--- config.mk ---
export PLATFORM = sky130hd
export DESIGN_NAME = timer_bank
export DESIGN_NICKNAME = d
export VERILOG_FILES = /design/src/rtl/watch_pkg.sv /design/src/rtl/timer_channel.sv /design/src/rtl/timer_bank.sv
export SDC_FILE = /design/constraint.sdc
export NUM_CORES = 1
export LEC_CHECK = 0
export ABC_CLOCK_PERIOD_IN_PS = 4200
export CAP_MARGIN = 0
export CORE_AREA = 4 4 155 217
export DETAILED_ROUTE_END_ITERATION = 10
export DIE_AREA = 0 0 159 221
export SLEW_MARGIN = 20
export SYNTH_ARGS = -nofsm -noshare
export SYNTH_HDL_FRONTEND = slang
export SYNTH_SLANG_ARGS = --single-unit
--- constraint.sdc ---
create_clock -name clk -period 4.2 [get_ports clk]
set_input_delay 0.84 -clock clk [delete_from_list [all_inputs] [get_ports clk]]
set_output_delay 0.84 -clock clk [all_outputs]
set_load 0.03 [all_outputs]
--- src/rtl/watch_pkg.sv ---
// Shared types and constants for the countdown timer bank.
// Holds the channel-state and command enums, the time payload and the time helpers.
package watch_pkg;

    localparam int unsigned MIN_W    = 7;
    localparam int unsigned SEC_W    = 7;
    localparam int unsigned MSEC_W   = 10;
    localparam int unsigned SEC_MAX  = 59;
    localparam int unsigned MSEC_MAX = 999;
    localparam int unsigned BTN_W    = 7;

    typedef enum logic [1:0] {
        ST_IDLE  = 2'd0,
        ST_RUN   = 2'd1,
        ST_PAUSE = 2'd2,
        ST_RING  = 2'd3
    } ch_state_e;

    typedef enum logic [2:0] {
        CMD_NONE       = 3'd0,
        CMD_ZERO       = 3'd1,
        CMD_ACK        = 3'd2,
        CMD_START_STOP = 3'd3,
        CMD_INC_MIN    = 3'd4,
        CMD_DEC_MIN    = 3'd5,
        CMD_INC_SEC    = 3'd6,
        CMD_DEC_SEC    = 3'd7
    } cmd_e;

    typedef struct packed {
        logic [MIN_W-1:0]  min;
        logic [SEC_W-1:0]  sec;
        logic [MSEC_W-1:0] msec;
    } time_t;

    function automatic logic time_is_zero(input time_t t);
        return (t == '0);
    endfunction

    // One-millisecond decrement with msec->sec->min borrow; caller guarantees t != 0.
    function automatic time_t time_dec(input time_t t);
        time_t r;
        r = t;
        if (t.msec != '0) begin
            r.msec = t.msec - MSEC_W'(1);
        end else begin
            r.msec = MSEC_W'(MSEC_MAX);
            if (t.sec != '0) begin
                r.sec = t.sec - SEC_W'(1);
            end else begin
                r.sec = SEC_W'(SEC_MAX);
                r.min = t.min - MIN_W'(1);
            end
        end
        return r;
    endfunction

endpackage

--- src/rtl/timer_channel.sv ---
// One countdown channel: state, remaining time, ring counter and adjust/decrement logic.
// Commands arrive already decoded and gated to this channel; i_tick is the shared ms strobe.
module timer_channel
    import watch_pkg::*;
#(
    parameter int unsigned MAX_MIN = 99,
    parameter int unsigned RING_MS = 10000
) (
    input  logic      clk,
    input  logic      rst,
    input  logic      i_tick,
    input  cmd_e      i_cmd,
    output ch_state_e o_state,
    output time_t     o_time
);

    localparam int unsigned RC_W = (RING_MS > 1) ? $clog2(RING_MS) : 1;

    ch_state_e       r_state;
    time_t           r_time;
    logic [RC_W-1:0] r_ring_cnt;

    ch_state_e       w_state_nxt;
    time_t           w_time_nxt;
    logic [RC_W-1:0] w_ring_cnt_nxt;
    time_t           w_adj;
    time_t           w_dec;
    logic            w_is_adj;
    logic            w_zero;
    logic            w_silence;

    assign w_dec     = time_dec(r_time);
    assign w_zero    = time_is_zero(r_time);
    assign w_silence = (i_cmd == CMD_ZERO) || (i_cmd == CMD_ACK) || (i_cmd == CMD_START_STOP);

    // Adjusted time for the four set commands; fields wrap independently, msec always cleared.
    always_comb begin
        w_adj      = r_time;
        w_adj.msec = '0;
        w_is_adj   = 1'b1;
        case (i_cmd)
            CMD_INC_MIN: w_adj.min = (r_time.min >= MIN_W'(MAX_MIN)) ? '0 : r_time.min + MIN_W'(1);
            CMD_DEC_MIN: w_adj.min = (r_time.min == '0) ? MIN_W'(MAX_MIN) : r_time.min - MIN_W'(1);
            CMD_INC_SEC: w_adj.sec = (r_time.sec >= SEC_W'(SEC_MAX)) ? '0 : r_time.sec + SEC_W'(1);
            CMD_DEC_SEC: w_adj.sec = (r_time.sec == '0) ? SEC_W'(SEC_MAX) : r_time.sec - SEC_W'(1);
            default: begin
                w_adj    = r_time;
                w_is_adj = 1'b0;
            end
        endcase
    end

    // Next-state logic; a command in RUN takes precedence over that cycle's tick.
    always_comb begin
        w_state_nxt    = r_state;
        w_time_nxt     = r_time;
        w_ring_cnt_nxt = r_ring_cnt;
        case (r_state)
            ST_IDLE, ST_PAUSE: begin
                if (i_cmd == CMD_ZERO) begin
                    w_state_nxt = ST_IDLE;
                    w_time_nxt  = '0;
                end else if (i_cmd == CMD_START_STOP) begin
                    if (!w_zero) begin
                        w_state_nxt = ST_RUN;
                    end
                end else if (w_is_adj) begin
                    w_time_nxt = w_adj;
                end
            end
            ST_RUN: begin
                if (i_cmd == CMD_ZERO) begin
                    w_state_nxt = ST_IDLE;
                    w_time_nxt  = '0;
                end else if (i_cmd == CMD_START_STOP) begin
                    w_state_nxt = ST_PAUSE;
                end else if (w_zero) begin
                    w_state_nxt    = ST_RING;
                    w_ring_cnt_nxt = '0;
                end else if (i_tick) begin
                    w_time_nxt = w_dec;
                    if (time_is_zero(w_dec)) begin
                        w_state_nxt    = ST_RING;
                        w_ring_cnt_nxt = '0;
                    end
                end
            end
            ST_RING: begin
                if (w_silence) begin
                    w_state_nxt    = ST_IDLE;
                    w_time_nxt     = '0;
                    w_ring_cnt_nxt = '0;
                end else if (i_tick) begin
                    if (r_ring_cnt == RC_W'(RING_MS - 1)) begin
                        w_state_nxt    = ST_IDLE;
                        w_time_nxt     = '0;
                        w_ring_cnt_nxt = '0;
                    end else begin
                        w_ring_cnt_nxt = r_ring_cnt + RC_W'(1);
                    end
                end
            end
            default: begin
                w_state_nxt    = ST_IDLE;
                w_time_nxt     = '0;
                w_ring_cnt_nxt = '0;
            end
        endcase
    end

    always_ff @(posedge clk) begin
        if (!rst) begin
            r_state    <= ST_IDLE;
            r_time     <= '0;
            r_ring_cnt <= '0;
        end else begin
            r_state    <= w_state_nxt;
            r_time     <= w_time_nxt;
            r_ring_cnt <= w_ring_cnt_nxt;
        end
    end

    assign o_state = r_state;
    assign o_time  = r_time;

endmodule

--- src/rtl/timer_bank.sv ---
// Bank of N_CH independent countdown timers sharing a ms prescaler and one button set.
// Buttons are edge-detected, priority-decoded and steered to the channel picked by sel.
module timer_bank
    import watch_pkg::*;
#(
    parameter  int unsigned N_CH       = 4,
    parameter  int unsigned CLK_PER_MS = 1,
    parameter  int unsigned MAX_MIN    = 99,
    parameter  int unsigned RING_MS    = 10000,
    localparam int unsigned CH_W       = (N_CH > 1) ? $clog2(N_CH) : 1
) (
    input  logic              clk,
    input  logic              rst,
    input  logic [CH_W-1:0]   sel,
    input  logic              start_stop,
    input  logic              zero,
    input  logic              inc_min,
    input  logic              dec_min,
    input  logic              inc_sec,
    input  logic              dec_sec,
    input  logic              ack,
    output logic [MIN_W-1:0]  disp_min,
    output logic [SEC_W-1:0]  disp_sec,
    output logic [MSEC_W-1:0] disp_msec,
    output logic [N_CH-1:0]   running,
    output logic [N_CH-1:0]   expired,
    output logic              ring
);

    localparam int unsigned PRE_W  = (CLK_PER_MS > 1) ? $clog2(CLK_PER_MS) : 1;
    localparam int unsigned N_SLOT = 2 ** CH_W;

    logic [PRE_W-1:0] r_pre;
    logic             w_tick;
    logic [BTN_W-1:0] r_btn_q;
    logic [BTN_W-1:0] w_btn;
    logic [BTN_W-1:0] w_rise;
    cmd_e             w_cmd;
    time_t            w_times [N_SLOT];
    ch_state_e        w_states [N_CH];
    time_t            w_sel_time;

    // Shared millisecond strobe.
    assign w_tick = (r_pre == PRE_W'(CLK_PER_MS - 1));

    always_ff @(posedge clk) begin
        if (!rst) begin
            r_pre <= '0;
        end else if (w_tick) begin
            r_pre <= '0;
        end else begin
            r_pre <= r_pre + PRE_W'(1);
        end
    end

    // Bit order is also decode priority, highest at bit 0.
    assign w_btn  = {dec_sec, inc_sec, dec_min, inc_min, start_stop, ack, zero};
    assign w_rise = w_btn & ~r_btn_q;

    always_ff @(posedge clk) begin
        if (!rst) begin
            r_btn_q <= '0;
        end else begin
            r_btn_q <= w_btn;
        end
    end

    always_comb begin
        w_cmd = CMD_NONE;
        if (w_rise[0]) begin
            w_cmd = CMD_ZERO;
        end else if (w_rise[1]) begin
            w_cmd = CMD_ACK;
        end else if (w_rise[2]) begin
            w_cmd = CMD_START_STOP;
        end else if (w_rise[3]) begin
            w_cmd = CMD_INC_MIN;
        end else if (w_rise[4]) begin
            w_cmd = CMD_DEC_MIN;
        end else if (w_rise[5]) begin
            w_cmd = CMD_INC_SEC;
        end else if (w_rise[6]) begin
            w_cmd = CMD_DEC_SEC;
        end
    end

    for (genvar i = 0; i < N_CH; i++) begin : g_ch
        cmd_e w_ch_cmd;

        assign w_ch_cmd = (sel == CH_W'(i)) ? w_cmd : CMD_NONE;

        timer_channel #(
            .MAX_MIN (MAX_MIN),
            .RING_MS (RING_MS)
        ) u_ch (
            .clk     (clk),
            .rst     (rst),
            .i_tick  (w_tick),
            .i_cmd   (w_ch_cmd),
            .o_state (w_states[i]),
            .o_time  (w_times[i])
        );

        assign running[i] = (w_states[i] == ST_RUN);
        assign expired[i] = (w_states[i] == ST_RING);
    end

    // Unpopulated sel codes display zero.
    for (genvar j = N_CH; j < N_SLOT; j++) begin : g_pad
        assign w_times[j] = '0;
    end

    assign w_sel_time = w_times[sel];
    assign disp_min   = w_sel_time.min;
    assign disp_sec   = w_sel_time.sec;
    assign disp_msec  = w_sel_time.msec;
    assign ring       = |expired;

endmodule

# Word level (Yosys, flattened, before mapping)
# Index checks and enable logic that the tools add are counted.
word_totals:
  in_bits: 11
  wordCells: 439
  output_inout_bits: 33
  ff_bits: 168
classes:
  bitwise: 3
  n_reduce_logical: 71
  order_cmp: 9
  n_addsub: 25
  eq_ne: 119
  n_mux: 190
op_table:
  columns: ["op", "n"]
  rows:
  - ["two-way mux 24 bit", 42]
  - ["two-way mux 14 bit", 36]
  - ["case mux 24 bit (3 select lines)", 4]
  - ["logical NOT 24 bit", 8]
  - ["two-way mux 7 bit", 24]
  - ["case mux 14 bit (2 select lines)", 4]
  - ["case mux 7 bit (2 select lines)", 8]
  - ["AND reduction 8 bit", 12]
  - ["two-way mux 2 bit", 44]
  - ["two-way mux 10 bit", 8]
  - ["inequality test 3 x 2 -> 1 bit (second input constant)", 24]
  - ["adder 14 x 1 -> 14 bit (second input constant)", 4]
  - ["adder 7 x 1 -> 7 bit (second input constant)", 8]
  - ["equality test 14 bit (second input constant)", 4]
  - ["logical NOT 7 bit", 8]
  - ["subtractor 7 x 1 -> 7 bit (second input constant)", 8]
  - ["binary-select mux 24 bit (select 2 bit)", 1]
  - ["equality test 3 bit (second input constant)", 16]
  - ["inequality test 3 x 1 -> 1 bit (second input constant)", 16]
  - ["AND reduction 6 bit", 8]
  - ["nonzero test 10 bit", 4]
  - ["subtractor 10 x 1 -> 10 bit (second input constant)", 4]
  - ["two-way mux 3 bit", 11]
  - ["inequality test 4 x 3 -> 1 bit (second input constant)", 8]
  - ["24 further kinds", 103]

# Depth between registers and ports, before layout
depth:
  depth_word: 17
  depth_mapped: 14
  depth_no_buf: 10

# Hierarchy
# Synthesis repeated with hierarchy kept, for this count alone.
hier_totals:
  cells_unflattened: 2002
  area_unflattened_um2: 15023.2
by_module_without_submodules:
  columns: ["module", "instances", "seq_area_each_um2", "cells_each", "area_each_um2"]
  rows:
  - ["timer_channel (g_ch[1].u_ch ...)", 2, 800.8, 477, 3579.7]
  - ["timer_channel (g_ch[0].u_ch)", 1, 800.8, 473, 3417.0]
  - ["timer_channel (g_ch[3].u_ch)", 1, 800.8, 475, 3286.9]
  - ["timer_bank", 1, 160.2, 100, 1159.9]

# Least setup slack after synthesis
# No wires, ideal clock.
synth_path:
  path_kind: "register to register"
  from: "register g_ch[0].u_ch.r_time (netlist bit g_ch[0].u_ch.o_time[0])"
  to: "register g_ch[0].u_ch.r_ring_cnt[13]"
  setup_slack_ns: 0.752
  stages_incl_launch_ff: 13
  synth_period_minus_slack_ns: 3.448
  setup_ns: 0.121
  arrival_time_ns: 3.327
  required_ns: 4.079
  n_path_buf: 2
  path_cell_list: "dfxtp_1 -> inv_1 -> ha_1 -> or4b_1 -> buf_6 -> or3_4 -> buf_6 -> o21a_1 -> nor4_2 -> o2111ai_2 -> a211oi_2 -> nor2_1 -> mux2_2"
synth_via:
  elab_chain_len: 5
  word_cells_on_any_way: 13
  cone_classes: "add/sub (1); eq/ne (2); mux (6); reduce/logical (4)"
synth_lines:
  columns: ["item", "line", "source"]
  rows:
  - ["from (decl)", "timer_channel.sv:20", "time_t r_time;"]
  - ["from (signal assigned)", "timer_channel.sv:118", "r_time <= w_time_nxt;"]
  - ["subtractor 10 x 1 -> 10 bit, or another cell as far along", "watch_pkg.sv:45", "r.msec = t.msec - MSEC_W'(1);"]
  - ["two-way mux 10 bit, or another cell as far along", "watch_pkg.sv:44", "if (t.msec != '0) begin"]
  - ["logical NOT 24 bit or two-way mux 14 bit (tied branches)", "watch_pkg.sv:37, timer_channel.sv:75", null]
  - ["inequality test 3 x 1 -> 1 bit (no line) or two-way mux 14 bit (tied branches)", null, null]
  - ["AND reduction 6 bit (no line) or case mux 14 bit (2 select lines) (tied branches)", null, null]
  - ["to (signal assigned)", "timer_channel.sv:119", "r_ring_cnt <= w_ring_cnt_nxt;"]
  - ["to (decl)", "timer_channel.sv:21", "logic [RC_W-1:0] r_ring_cnt;"]
# Parallel ways exist; a longest one is shown, timed or not. The select of a mux whose other input is x is not followed.
# A chain may end at the register's enable or synchronous reset.

# Worst setup path in the final report
layout_path:
  from: "register g_ch[0].u_ch.r_time (netlist bit g_ch[0].u_ch.o_time[0])"
  to: "register g_ch[0].u_ch.r_ring_cnt[8]"
# The elaborated chain is that of the path after synthesis.

==> metrics.yaml <==
clk_transition_reported_paths_ns: 0.07
min_period_ns: 3.90
dp_hpwl_mm: 37.0
maxSlewViolCount: 0
worstHoldPathCells: 1
ios: 44
cp.depth: 10
crit_fanout: 10
min_path_type: "reg -> reg"
area_delta_synth_final_pct: 11.0
finalClockSkew_ns: 0.0119
grt_pass1_wl_mm: 79.9
fin_area_mm2: 0.0156
relSlewSlack_pct: 29.7
cts_setup_buffers: 0
rows: 77
vias: 15600
rsz0062_at_grt: "no"
cts-root-buf: "clkbuf_16"
critical_path_required_ns: 4.57
worstSetupPathType: "reg -> reg"
multi_input_area_mm2: 0.00988
drtIter0Drc: 1348
drc: 0
fin_tns_setup_ns: 0
vdd_drop_max_mv: 0.242
drtAntennaViolNets: 0
cp_num_buf_inv: 1
num-nets-final: 2009
syn_area_mm2: 0.0141
gp_congestion: 0.963
core_mm2: 0.0315
ys_warn_count: 0
syn_area_per_cell_um2: 7.14
arrival_ns: 4.27
num_antenna_cells: 0
ys.flop_type: "dfxtp_1"
grt_max_degree: 44
chipHeight_um: 221
initial_core_util_pct: 44.6
syn_inst: 1970
timing.fmax_mhz: 256
ys_seq_elements: 168
synth_fp_nets: 2013
hold_viol_final: 0
hold_buffers: 0
dr.pass1.iters: 5
status: "finished, final reports clean"
io_buffer_count: 43
grt_usage_pct: 27.6
clockBufferDepth: 2
finalCritPeriodShare_pct: 92.9
cts_made_buffers: 17
path_cells: "inv_1, ha_1, or4b_1, or3_4, o21a_1, nor4_2, o2111ai_2, a21oi_2, nand2_1, o41ai_2"
cp_slowest_cell: "or4b_1"
htreeDepth: 4
final_cell_mix: "202 x nor2_1, 172 x nand2_1, 168 x dfxtp_1"
seqCellArea_mm2: 0.00336
clkSinkCount: 168
cap_violations: 0
tightest_slew_ns: 1.05
critPathCaptureType: "register"
p_leak_nw: 5.47
ys_types: 89
final_common_cell: "nor2_1"
start_kind: "register"
placed_cell_area_mm2: 0.0150
tritoncts: "built"
vias_per_cell: 6.58
cp_slowest_stage_delay_ns: 0.65
async_flop_share_pct: 0
fp.dieW_um: 159
antenna_found_initial: 0
cp_top_family: "simple AND/OR/NAND/NOR gates"
ctsResizeCount: 0
grt_overflow: 0
grt_pass1_vias: 14500
routedWlPerCell_um: 21.2
worstSkewPairLatency_ns: 0.46
synth_edf_count: 0
fillCellCount: 3152
finalSetupViolations: 0
drt_wl_total_mm: 50.3
die_area_mm2: 0.0351
ys_seq_area_share_pct: 23.9
power_density_mw_per_mm2: 327
utilization_pct: 49.5
drive_gt1_share_pct: 11.2
whs_ns: 0.478
reg2reg_depth: 10
-- layout make-up --
cell class	instances	share of cell area (%)
multi-input cells	1590	63.3
clock inverters	10	0.617
well taps	395	3.17
clock buffers	21	2.95
inverters	54	1.31
repair buffers	135	7.10
flip-flops and latches	168	21.6
-- report_power, final --
part	internal, mW	total [mW]	switching [mW]
clock network	0.848	1.57	0.720
registers	1.65	1.78	0.126
logic	0.644	1.76	1.11
total	3.14	5.10	1.96
-- layer usage --
metal | track usage [%] | vias to the layer above | part of all wire (%)
met5 | 0 | - | 0
met4 | 15.9 | 0 | 5.6
met3 | 3.54 | 163 | 6.2
met2 | 46.4 | 694 | 48
met1 | 34.0 | 7381 | 40
li1 | - | 7385 | -
-- cells by family (layout without fill, tap and decap cells) --
kind of cell / Yosys count / count (layout) / synth area share, %
buf+inv: 212 / 220 / 5.79
compound gates: 635 / 635 / 29.3
other cells: 1 / 1 / 0.0267
simple gates: 852 / 852 / 31.1
flops: 168 / 168 / 23.9
xor+xnor: 33 / 33 / 2.06
mux: 37 / 37 / 4.98
fa+ha+maj: 32 / 32 / 2.85
-- cells in the mapped netlist (9+ instances only) --
cell type  number  share of area [%]
nor2_1        202                5.4
nand2_1       172                4.6
dfxtp_1       168                 24
o21ai_0       165                5.9
a21oi_1       154                5.5
clkbuf_1      144                3.8
nor3_1        102                3.6
nand3_1        92                3.3
inv_1          53                1.4
a31oi_1        44                2.0
a211oi_1       34                1.8
ha_1           32                2.8
nand2b_1       32                1.4
and3_1         28                1.2
o31ai_1        28                1.5
mux4_2         26                4.2
o22ai_1        26                1.2
nor4_1         25                1.1
or3_1          25                1.1
nand4_1        22               0.98
and2_1         21               0.93
nor2b_1        21               0.93
or2_2          19               0.85
xnor2_1        17                1.1
o211ai_1       16               0.85
xor2_1         16                1.0
nand3b_1       14               0.75
nor4b_1        14               0.87
o21a_1         14               0.75
or4_1          13               0.69
a21o_1         12               0.64
a31o_2         11               0.69
a22oi_1        10               0.53
buf_1          10               0.27
nor3b_1        10               0.53
o221a_2        10               0.80
o221ai_1        9               0.56
-- sequential cells by signal, summed over array words and instances, names as in the netlist --
name                  flops
g_ch.u_ch.o_state         8
g_ch.u_ch.o_time         96
g_ch.u_ch.r_ring_cnt     56
r_btn_q                   7
r_pre                     1
-- worst reg2reg max path, stage by stage (launching register included) --
cell and delay (ns):
dfxtp_1 0.40, inv_1 0.09, ha_1 0.27, or4b_1 0.65, or3_4 0.50, o21a_1 0.23
nor4_2 0.31, o2111ai_2 0.38, a21oi_2 0.52, nand2_1 0.24, o41ai_2 0.23
-- final timing paths --
path | from | to | slack (ns)
setup / recovery | g_ch[0].u_ch.o_time[0]$_SDFFE_PN0P_ | g_ch[0].u_ch.r_ring_cnt[8]$_SDFFE_PN0P_ | 0.30
hold / removal | g_ch[1].u_ch.r_ring_cnt[9]$_SDFFE_PN0P_ | g_ch[1].u_ch.r_ring_cnt[9]$_SDFFE_PN0P_ | 0.48
setup reg to reg | g_ch[0].u_ch.o_time[0]$_SDFFE_PN0P_ | g_ch[0].u_ch.r_ring_cnt[8]$_SDFFE_PN0P_ | 0.30
hold reg to reg | g_ch[1].u_ch.r_ring_cnt[9]$_SDFFE_PN0P_ | g_ch[1].u_ch.r_ring_cnt[9]$_SDFFE_PN0P_ | 0.48
-- per-stage QoR --
stage | cells | power [mW] | setup WS (ns)
6_report | 2373 | 5.10 | 0.298
5_1_grt | 2373 | 5.35 | 0.0192
4_1_cts | 2373 | 5.10 | 0.308
3_5_place_dp | 2342 | 3.52 | 0.214
3_3_place_gp | 2342 | 3.51 | 0.214
2_1_floorplan | 1970 | 2.98 | 0.752
No activity file was read; power rests on OpenSTA's default activity.
